## src/rtl/led_io_pkg.sv

```systemverilog
`default_nettype none
//==============================================================================
// led_io_pkg : shared constants, FSM encoding and status layout for led_io_ctrl
// Rev 1.0
//==============================================================================
package led_io_pkg;

  typedef enum logic [1:0] {
    ST_IDLE       = 2'd0,
    ST_ISSUE      = 2'd1,
    ST_WAIT_START = 2'd2,
    ST_WAIT_DONE  = 2'd3
  } led_fsm_e;

  localparam logic [31:0] LED_DATA_ADDR_DEF = 32'h0000_03fc;
  localparam logic [31:0] LED_STAT_ADDR_DEF = 32'h0000_03f8;

  localparam int STAT_BUSY_BIT     = 0;
  localparam int STAT_EMPTY_BIT    = 1;
  localparam int STAT_FULL_BIT     = 2;
  localparam int STAT_OVF_BIT      = 3;
  localparam int STAT_CNT_LSB      = 4;
  localparam int STAT_CNT_W        = 4;
  localparam int STAT_LED_BUSY_BIT = 8;

  function automatic logic [31:0] pack_status(
    input logic                  busy,
    input logic                  empty,
    input logic                  full,
    input logic                  ovf,
    input logic [STAT_CNT_W-1:0] cnt,
    input logic                  led_busy
  );
    logic [31:0] s;
    s                                = '0;
    s[STAT_BUSY_BIT]                 = busy;
    s[STAT_EMPTY_BIT]                = empty;
    s[STAT_FULL_BIT]                 = full;
    s[STAT_OVF_BIT]                  = ovf;
    s[STAT_CNT_LSB +: STAT_CNT_W]    = cnt;
    s[STAT_LED_BUSY_BIT]             = led_busy;
    return s;
  endfunction

endpackage
`default_nettype wire

```

## src/rtl/led_io_ctrl_if.sv

```systemverilog
`default_nettype none
//==============================================================================
// led_io_ctrl_if : CPU data port, data_mem and LED8 signals of led_io_ctrl
// Rev 1.0
//==============================================================================
interface led_io_ctrl_if;

  logic [31:0] dmem_rw_addr;
  logic [31:0] dmem_w_data;
  logic        dmem_w_en;
  logic [31:0] cpu_r_data;
  logic        mem_w_en;
  logic [31:0] mem_r_data;
  logic [31:0] led_in_data;
  logic        led_begin_flag;
  logic [31:0] led_state;

  modport master (
    output dmem_rw_addr, dmem_w_data, dmem_w_en, mem_r_data, led_state,
    input  cpu_r_data, mem_w_en, led_in_data, led_begin_flag
  );

  modport slave (
    input  dmem_rw_addr, dmem_w_data, dmem_w_en, mem_r_data, led_state,
    output cpu_r_data, mem_w_en, led_in_data, led_begin_flag
  );

endinterface
`default_nettype wire

```

## src/rtl/led_wr_fifo.sv

```systemverilog
`default_nettype none
//==============================================================================
// led_wr_fifo : synchronous FIFO buffering CPU stores to the LED data register
// Rev 1.0
//==============================================================================
module led_wr_fifo #(
  parameter int DEPTH = 4,
  parameter int WIDTH = 32
) (
  input  logic                     clock,
  input  logic                     reset_n,
  input  logic                     push_i,
  input  logic                     pop_i,
  input  logic [WIDTH-1:0]         wdata_i,
  output logic [WIDTH-1:0]         rdata_o,
  output logic                     full_o,
  output logic                     empty_o,
  output logic [$clog2(DEPTH):0]   count_o
);

  localparam int AW = $clog2(DEPTH);
  localparam int CW = AW + 1;

  logic [WIDTH-1:0] mem_q [DEPTH];
  logic [AW-1:0]    wptr_q;
  logic [AW-1:0]    rptr_q;
  logic [CW-1:0]    cnt_q;

  // DEPTH is a power of two, so pointer wrap is plain binary overflow.
  always_ff @(posedge clock or negedge reset_n) begin
    if (!reset_n) begin
      wptr_q <= '0;
      rptr_q <= '0;
      cnt_q  <= '0;
    end else begin
      if (push_i) wptr_q <= wptr_q + AW'(1);
      if (pop_i)  rptr_q <= rptr_q + AW'(1);
      case ({push_i, pop_i})
        2'b10:   cnt_q <= cnt_q + CW'(1);
        2'b01:   cnt_q <= cnt_q - CW'(1);
        default: cnt_q <= cnt_q;
      endcase
    end
  end

  always_ff @(posedge clock) begin
    if (push_i) mem_q[wptr_q] <= wdata_i;
  end

  assign rdata_o = mem_q[rptr_q];
  assign full_o  = (cnt_q == CW'(DEPTH));
  assign empty_o = (cnt_q == '0);
  assign count_o = cnt_q;

endmodule
`default_nettype wire

```

## src/rtl/led_io_ctrl.sv

```systemverilog
`default_nettype none
//==============================================================================
// led_io_ctrl : CPU address decode, LED write FIFO and LED8 begin/busy sequencer
// Rev 1.0
//==============================================================================
module led_io_ctrl
  import led_io_pkg::*;
#(
  parameter logic [31:0] LED_DATA_ADDR = LED_DATA_ADDR_DEF,
  parameter logic [31:0] LED_STAT_ADDR = LED_STAT_ADDR_DEF,
  parameter int          FIFO_DEPTH    = 4,
  parameter int          START_TIMEOUT = 4
) (
  input  logic          clock,
  input  logic          reset_n,
  led_io_ctrl_if.slave  bus
);

  localparam int CNT_W = $clog2(FIFO_DEPTH) + 1;
  localparam int TMO_W = (START_TIMEOUT > 2) ? $clog2(START_TIMEOUT) : 1;
  localparam logic [TMO_W-1:0] TMO_LOAD = TMO_W'(START_TIMEOUT - 1);

  localparam logic [1:0] S_IDLE       = ST_IDLE;
  localparam logic [1:0] S_ISSUE      = ST_ISSUE;
  localparam logic [1:0] S_WAIT_START = ST_WAIT_START;
  localparam logic [1:0] S_WAIT_DONE  = ST_WAIT_DONE;

  logic             w_hit_data;
  logic             w_hit_stat;
  logic             w_push;
  logic             w_pop;
  logic             w_ovf_set;
  logic             w_ovf_clr;
  logic             w_full;
  logic             w_empty;
  logic [CNT_W-1:0] w_count;
  logic [31:0]      w_head;
  logic [31:0]      w_status;
  logic             w_led_busy;
  logic             unused_led_state;

  logic [1:0]       state_q, state_d;
  logic [TMO_W-1:0] tmo_q, tmo_d;
  logic [31:0]      led_data_q;
  logic             begin_q;
  logic             ovf_q;

  assign w_hit_data       = (bus.dmem_rw_addr == LED_DATA_ADDR);
  assign w_hit_stat       = (bus.dmem_rw_addr == LED_STAT_ADDR);
  assign w_led_busy       = bus.led_state[0];
  assign unused_led_state = ^bus.led_state[31:1];

  // A store that finds the FIFO full is still taken when the sequencer pops the same edge.
  assign w_push    = bus.dmem_w_en & w_hit_data & (~w_full | w_pop);
  assign w_ovf_set = bus.dmem_w_en & w_hit_data & w_full & ~w_pop;
  assign w_ovf_clr = bus.dmem_w_en & w_hit_stat;

  led_wr_fifo #(
    .DEPTH (FIFO_DEPTH),
    .WIDTH (32)
  ) u_fifo (
    .clock   (clock),
    .reset_n (reset_n),
    .push_i  (w_push),
    .pop_i   (w_pop),
    .wdata_i (bus.dmem_w_data),
    .rdata_o (w_head),
    .full_o  (w_full),
    .empty_o (w_empty),
    .count_o (w_count)
  );

  always_comb begin
    state_d = state_q;
    tmo_d   = tmo_q;
    w_pop   = 1'b0;
    case (state_q)
      S_IDLE: begin
        if (!w_empty) begin
          w_pop   = 1'b1;
          state_d = S_ISSUE;
        end
      end
      S_ISSUE: begin
        tmo_d   = TMO_LOAD;
        state_d = S_WAIT_START;
      end
      S_WAIT_START: begin
        // No busy within the window: LED either finished already or ignored us; no retry.
        if (w_led_busy)          state_d = S_WAIT_DONE;
        else if (tmo_q == '0)    state_d = S_IDLE;
        else                     tmo_d   = tmo_q - TMO_W'(1);
      end
      S_WAIT_DONE: begin
        if (!w_led_busy) state_d = S_IDLE;
      end
      default: state_d = S_IDLE;
    endcase
  end

  always_ff @(posedge clock or negedge reset_n) begin
    if (!reset_n) begin
      state_q    <= S_IDLE;
      tmo_q      <= '0;
      led_data_q <= '0;
      begin_q    <= 1'b0;
      ovf_q      <= 1'b0;
    end else begin
      state_q <= state_d;
      tmo_q   <= tmo_d;
      begin_q <= (state_d == S_ISSUE);
      if (w_pop) led_data_q <= w_head;
      if (w_ovf_set)      ovf_q <= 1'b1;
      else if (w_ovf_clr) ovf_q <= 1'b0;
    end
  end

  assign w_status = pack_status((state_q != S_IDLE), w_empty, w_full, ovf_q,
                                STAT_CNT_W'(w_count), w_led_busy);

  assign bus.mem_w_en       = bus.dmem_w_en & ~w_hit_data & ~w_hit_stat;
  assign bus.cpu_r_data     = w_hit_stat ? w_status : bus.mem_r_data;
  assign bus.led_in_data    = led_data_q;
  assign bus.led_begin_flag = begin_q;

endmodule
`default_nettype wire

```

## src/flat_wrapper.sv

```systemverilog
// flat-port wrapper written by rule: the top's interface ports become plain ports
module led_io_ctrl_flat import led_io_pkg::*;
#(
  parameter logic [31:0] LED_DATA_ADDR = LED_DATA_ADDR_DEF,
  parameter logic [31:0] LED_STAT_ADDR = LED_STAT_ADDR_DEF,
  parameter int          FIFO_DEPTH    = 4,
  parameter int          START_TIMEOUT = 4
)
  (clock, reset_n, bus_dmem_rw_addr, bus_dmem_w_data, bus_dmem_w_en, bus_mem_r_data, bus_led_state, bus_cpu_r_data, bus_mem_w_en, bus_led_in_data, bus_led_begin_flag);
  led_io_ctrl_if bus_i ();
  input  logic clock;
  input  logic reset_n;
  input wire logic [$bits(bus_i.dmem_rw_addr)-1:0] bus_dmem_rw_addr;
  input wire logic [$bits(bus_i.dmem_w_data)-1:0] bus_dmem_w_data;
  input wire logic [$bits(bus_i.dmem_w_en)-1:0] bus_dmem_w_en;
  input wire logic [$bits(bus_i.mem_r_data)-1:0] bus_mem_r_data;
  input wire logic [$bits(bus_i.led_state)-1:0] bus_led_state;
  output wire logic [$bits(bus_i.cpu_r_data)-1:0] bus_cpu_r_data;
  output wire logic [$bits(bus_i.mem_w_en)-1:0] bus_mem_w_en;
  output wire logic [$bits(bus_i.led_in_data)-1:0] bus_led_in_data;
  output wire logic [$bits(bus_i.led_begin_flag)-1:0] bus_led_begin_flag;
  assign bus_i.dmem_rw_addr = bus_dmem_rw_addr;
  assign bus_i.dmem_w_data = bus_dmem_w_data;
  assign bus_i.dmem_w_en = bus_dmem_w_en;
  assign bus_i.mem_r_data = bus_mem_r_data;
  assign bus_i.led_state = bus_led_state;
  assign bus_cpu_r_data = bus_i.cpu_r_data;
  assign bus_mem_w_en = bus_i.mem_w_en;
  assign bus_led_in_data = bus_i.led_in_data;
  assign bus_led_begin_flag = bus_i.led_begin_flag;
  led_io_ctrl #(.LED_DATA_ADDR(LED_DATA_ADDR), .LED_STAT_ADDR(LED_STAT_ADDR), .FIFO_DEPTH(FIFO_DEPTH), .START_TIMEOUT(START_TIMEOUT)) u_core (.clock(clock), .reset_n(reset_n), .bus(bus_i));
endmodule
```

## config.mk

```make
export PLATFORM = sky130hd
export DESIGN_NAME = led_io_ctrl_flat
export DESIGN_NICKNAME = d
export VERILOG_FILES = /design/src/rtl/led_io_pkg.sv /design/src/rtl/led_io_ctrl_if.sv /design/src/rtl/led_wr_fifo.sv /design/src/rtl/led_io_ctrl.sv /design/src/flat_wrapper.sv
export SDC_FILE = /design/constraint.sdc
export NUM_CORES = 1
export LEC_CHECK = 0
export ABC_AREA = 0
export BUFFER_PORTS_ARGS = -buffer_cell sky130_fd_sc_hd__buf_2
export CAP_MARGIN = 20
export CORE_ASPECT_RATIO = 2
export CORE_MARGIN = 1
export CORE_UTILIZATION = 30
export DETAILED_ROUTE_END_ITERATION = 6
export MAX_ROUTING_LAYER = met4
export PLACE_DENSITY = 0.51
export SYNTH_ARGS = -nofsm -noshare
export SYNTH_HDL_FRONTEND = slang
export SYNTH_SLANG_ARGS = --single-unit
export TNS_END_PERCENT = 30
```

## constraint.sdc

```tcl
create_clock -name clock -period 3.1 [get_ports clock]
set_input_delay 0.775 -clock clock [delete_from_list [all_inputs] [get_ports clock]]
set_output_delay 0.775 -clock clock [all_outputs]
set_load 0.02 [all_outputs]
```

### Yosys cells after proc, flatten, opt, wreduce, memory -nomap -nowiden

Memories as Yosys holds them, arrays and structs flattened. A register that Yosys moved wholly into a read port is not among the register bits.
Index checks and enable logic that the tools add are counted.

| storage, ports and cells | value |
|---|---|
| input bits | 131 |
| memories | 1 |
| register bits after elaboration | 13 |
| output and inout bits | 66 |
| memory bits (writable) | 128 |

Memory list:

| name | words | width | read ports | clocked after memory_dff | wr ports | line | text |
|---|---|---|---|---|---|---|---|
| u_core.u_fifo.mem_q | 4 | 32 | 1 | 1 | 1 | led_wr_fifo.sv:24 | `logic [WIDTH-1:0] mem_q [DEPTH];` |

| operators by class | value |
|---|---|
| bitwise gates (word level) | 12 |
| $add $sub $neg | 5 |
| equal/unequal tests | 11 |
| muxes and demuxes | 16 |
| reductions and logical operators | 9 |

Operators with widths:

| kind | count |
|---|---|
| $eq A32 B10 Y1 const B | 2 |
| $mux W32 | 1 |
| $mux W2 | 6 |
| $pmux W2 S4 | 1 |
| $reduce_bool A2 Y1 | 4 |
| $and A1 B1 Y1 | 7 |
| $eq A2 B1 Y1 const B | 3 |
| $eq A2 B2 Y1 const B | 3 |
| $mux W1 | 6 |
| $pmux W3 S2 | 1 |
| $add A2 B1 Y2 const B | 2 |
| $logic_not A2 Y1 | 2 |
| $ne A2 B2 Y1 const B | 2 |
| $not A1 Y1 | 4 |
| $pmux W2 S2 | 1 |
| $add A3 B1 Y3 const B | 1 |
| $eq A3 B3 Y1 const B | 1 |
| $logic_not A3 Y1 | 1 |
| $reduce_and A3 Y1 | 1 |
| $sub A3 B1 Y3 const B | 1 |
| $sub A2 B1 Y2 const B | 1 |
| $logic_not A1 Y1 | 1 |
| $or A1 B1 Y1 | 1 |

### Logic depth before layout (Yosys ltp)

| logic depth | value |
|---|---|
| depth in word-level cells | 7 |
| mapped depth | 9 |
| depth with buffers taken out | 8 |

### Hierarchy

A second synthesis with hierarchy kept.

| unflattened totals | value |
|---|---|
| cell total of the unflattened synthesis | 355 |
| area total of the unflattened synthesis | 6,926.6 sq um |

Modules (own cells, without submodules):

| module | sequential area each (sq um) | cells each | area an instance (sq um) | times used |
|---|---|---|---|---|
| led_wr_fifo | 4,018.9 | 204 | 5,064.9 | 1 |
| led_io_ctrl | 950.9 | 151 | 1,861.8 | 1 |

### Worst setup path before layout

OpenSTA, ideal clock, no wires.

| timing | value |
|---|---|
| path kind | in2reg |
| start | input port bus_dmem_rw_addr[1] |
| end | memory u_core.u_fifo.mem_q[0][0] (enable) |
| setup time | 0.392 ns |
| path buffers | 0 |
| stages on the path | 5 |
| arrival | 2.641 ns |
| slack | 0.067 ns |
| cells stage by stage | nor4bb_1 > nand4_1 > or3_4 > nor2_4 > and2_1 |

| between the ends | value |
|---|---|
| cells in the longest elaborated chain, start to end | 5 |

Ends and longest elaborated chain:

| item | line | text |
|---|---|---|
| start, declared | flat_wrapper.sv:13 | `input wire logic [$bits(bus_i.dmem_rw_addr)-1:0] bus_dmem_rw_addr;` |
| $eq A32 B10 Y1 | led_io_ctrl.sv:48 | `assign w_hit_data = (bus.dmem_rw_addr == LED_DATA_ADDR);` |
| $and A1 B1 Y1 (2 in series) | led_io_ctrl.sv:54 | `assign w_push = bus.dmem_w_en & w_hit_data & (~w_full \| w_pop);` |
| $mux W1 | led_wr_fifo.sv:47 | `if (push_i) mem_q[wptr_q] <= wdata_i;` |
| $mux W1 (not written as such) | led_wr_fifo.sv:47 |  |
| end, declared | led_wr_fifo.sv:24 |  |

Every way passes these cells.

### Worst setup path after layout

| timing | value |
|---|---|
| start | input port bus_dmem_rw_addr[18] |
| end | output port bus_cpu_r_data[5] |

| between the ends | value |
|---|---|
| cells in the longest elaborated chain, start to end | 2 |

Ends and longest elaborated chain:

| item | line | text |
|---|---|---|
| $eq A32 B10 Y1 | led_io_ctrl.sv:49 | `assign w_hit_stat = (bus.dmem_rw_addr == LED_STAT_ADDR);` |
| $mux W32 | led_io_ctrl.sv:122 | `assign bus.cpu_r_data = w_hit_stat ? w_status : bus.mem_r_data;` |
| end, declared | flat_wrapper.sv:18 | `output wire logic [$bits(bus_i.cpu_r_data)-1:0] bus_cpu_r_data;` |

Every way passes these cells.

==> impl_metrics.py <==
metrics = {
    "setup_path": {
        "slowest_delay_ps": 330,
        "path_class": "input pin to output port",
        "path_common_cell": "buf_2",
        "cp_cell_sequence": "buf_2, nor4_4, nand4_1, buf_6, nor3_4, buf_12, mux2_2, buf_2",
        "start_kind": "input pin",
        "required_ps": 2320,
        "cp-startpoint": "bus_dmem_rw_addr[18]",
        "cp_slowest_cell": "mux2_2",
        "critical_path.max_fanout": 13,
        "cp.arrival_ps": 2310,
        "timing.rr.start": "u_core.u_fifo.count_o[0]$_DFFE_PN0P_",
        "end_kind": "output port",
    },
    "floorplan": {
        "std_cell_rows": 77,
        "start_util_pct": 30.8,
        "die_area_um2": 23500,
        "io_pins": 197,
        "die_w_um": 109,
        "die_h_um": 216,
        "core-area_um2": 22300,
    },
    "drt": {
        "drcViolationCount": 0,
        "drt_iter0_markers": 161,
        "dr.pass1.iters": 4,
        "vias": 3883,
        "viasPerCell": 4.66,
        "wire_per_inst_um": 17.9,
        "ant_nets": 0,
        "routed_wl_mm": 14.9,
    },
    "sta": {
        "rsz0062_at_grt": "true",
        "maxSlewHeadroom_pct": 38.5,
        "drv_slew": 0,
        "hold_violations": 0,
        "setup_ws_ps": 10.0,
        "setup_violations": 0,
        "fin_skew_ps": 9.75,
        "tns_ps": 0,
        "period_minus_slack_ps": 3090,
        "fin_crit_sh_pct": 99.7,
        "timing.fmax_mhz": 324,
        "tightest_slew_ps": 923,
    },
    "pwr": {
        "total_power_w": 0.00712,
        "power_density_nw_per_um2": 802,
        "ir_drop_mv": 0.288,
        "power.leakage_nw": 3.39,
    },
    "cells_and_area": {
        "drive_gt1_share_pct": 55.4,
        "fillers": 2037,
        "layoutNonFillerInstCount": 834,
        "synthToLayoutAreaGrowth_pct": 29.5,
        "final_nets": 680,
    },
    "synth": {
        "yosysSeqAreaShare_pct": 72.5,
        "yosysWarnings": 0,
        "netlist.area_leader.share_pct": 56.0,
        "synth_area_leader_cell": "edfxtp_1",
        "ys_ff_latch": 173,
        "synth-main-ff-cell": "edfxtp_1",
        "syn_inst": 351,
        "synthTopCellsByCount": "edfxtp_1, dfrtp_1, mux2_2",
        "synthTopCellsByArea": "edfxtp_1, dfrtp_1, mux4_2, mux2_2, nor2b_1",
        "syn_avg_cell_area_um2": 19.5,
        "synth_edf_count": 128,
        "synthArstFlopShare_pct": 26.0,
        "synth_nets": 488,
        "yosysUniqueCellTypes": 39,
        "yosysMostFrequentCell": "edfxtp_1",
        "syn_area_um2": 6860,
    },
    "clock_network": {
        "cts_tree": "built",
        "ctsHoldBuffers": 0,
        "h-tree-depth": 4,
        "root_buffer": "clkbuf_16",
        "clk_pin_slew_ps": 70,
        "cts_sinks": 173,
        "worstSkewPairLatency_ps": 430,
        "cts_buffer_depth": 2,
        "cts_buffers": 17,
    },
    "job": {
        "cap_violations": 0,
    },
    "placed_design": {
        "dpl.hpwl_mm": 9.95,
        "numPortBuffers": 165,
        "dp.cells": 795,
        "place.gp.congestion": 0.690,
        "place_ws_ps": -138,
    },
    "global_routing": {
        "antenna_found_initial": 2,
        "gr-usage-all-layers_pct": 13.9,
        "grt_pass1_wl_mm": 22.5,
        "grt_pass1_vias": 4258,
        "grt_max_degree": 38,
        "grt_overflow": 0,
    },
    "worst_hold_path": {
        "hp-class": "input pin to asynchronous set/reset pin",
    },
    "outcome": {
        "outcome": "finished clean",
    },
}
## registers in the layout, summed over array words and instances (netlist names)
register	flops
u_core.state_q	2
u_core.bus.led_begin_flag	1
u_core.ovf_q	1
u_core.bus.led_in_data	32
u_core.u_fifo.rptr_q	2
u_core.u_fifo.count_o	3
u_core.tmo_q	2
u_core.u_fifo.wptr_q	2
u_core.u_fifo.mem_q	128
## worst max-delay path: cells and delay by family
| family | cells | cell delay (ps) |
|---|---|---|
| buffers and inverters | 4 | 590 |
| and+or+nand+nor | 3 | 610 |
| muxes | 1 | 330 |
## stage by stage
step           hold WS, ps  util, %  area (µm²)
4_1_cts                462     39.7        8830
6_report               443     39.9        8880
3_5_place_dp           487     36.8        8180
3_3_place_gp           484     36.8        8180
2_1_floorplan          461        -        6860
5_1_grt                490     39.9        8880
## area by class of cell
cell class	instances	area (µm²)	share of cell area [%]
flip-flops and latches	173	4970	56.0
multi-input cells	158	1850	20.8
repair buffers	189	1090	12.3
clock buffers	21	460	5.18
well taps	276	345	3.89
clock inverters	11	139	1.56
inverters	4	15.0	0.169
diodes	2	5.00	0.0564
## final timing paths
check	to	slack [ps]	cells past startpoint
worst max-delay path	bus_cpu_r_data[5]	10	8
worst min-delay path	u_core.bus.led_begin_flag$_DFF_PN0_	440	1
worst max register to register	u_core.u_fifo.count_o[2]$_DFFE_PN0P_	880	7
worst min register to register	u_core.bus.led_in_data[27]$_DFFE_PN0P_	500	1
max in group asynchronous	u_core.bus.led_in_data[11]$_DFFE_PN0P_	2000	2
min in group clock	u_core.bus.led_in_data[27]$_DFFE_PN0P_	500	1
## metal layers
layer,vias to the layer above,track usage [%],share of wire [%]
met2,141,26.1,58
met1,1959,12.7,34
met5,-,-,0
met4,0,6.40,2.5
li1,1761,-,-
met3,22,3.02,5.2
## power breakdown
group / internal [W] / switching (W)
Combinational: 0.000976 / 0.000892
Clock: 0.00130 / 0.000833
Sequential: 0.00278 / 0.000343
Total: 0.00506 / 0.00207
## placed cells by master (no fill, tap or decap), types with 5 or more instances in the layout
cell / count
ha_1: 5
buf_2: 163
mux2_2: 41
dfrtp_1: 43
buf_4: 18
nor2b_1: 25
edfxtp_1: 128
mux4_2: 32
nor2_1: 8
clkbuf_16: 17
buf_12: 6
## logic make-up after synthesis
group	after synthesis	share of synthesized area (%)
AND/OR/NAND/NOR	62	5.69
AO/OA/AOI/OAI	11	1.19
flip-flops	173	72.5
XOR/XNOR	5	0.638
multiplexers	74	17.4
buffers and inverters	20	1.42
adder cells (fa/ha/maj)	6	1.20
## repair_timing
item | 4_1_cts | 5_1_grt
resized for setup | 2 | 8
buffers inserted | 5 | 0
pin swaps | 2 | 0
setup endpoints to repair | 11 | 22
No activity file was read; power rests on OpenSTA's default activity.
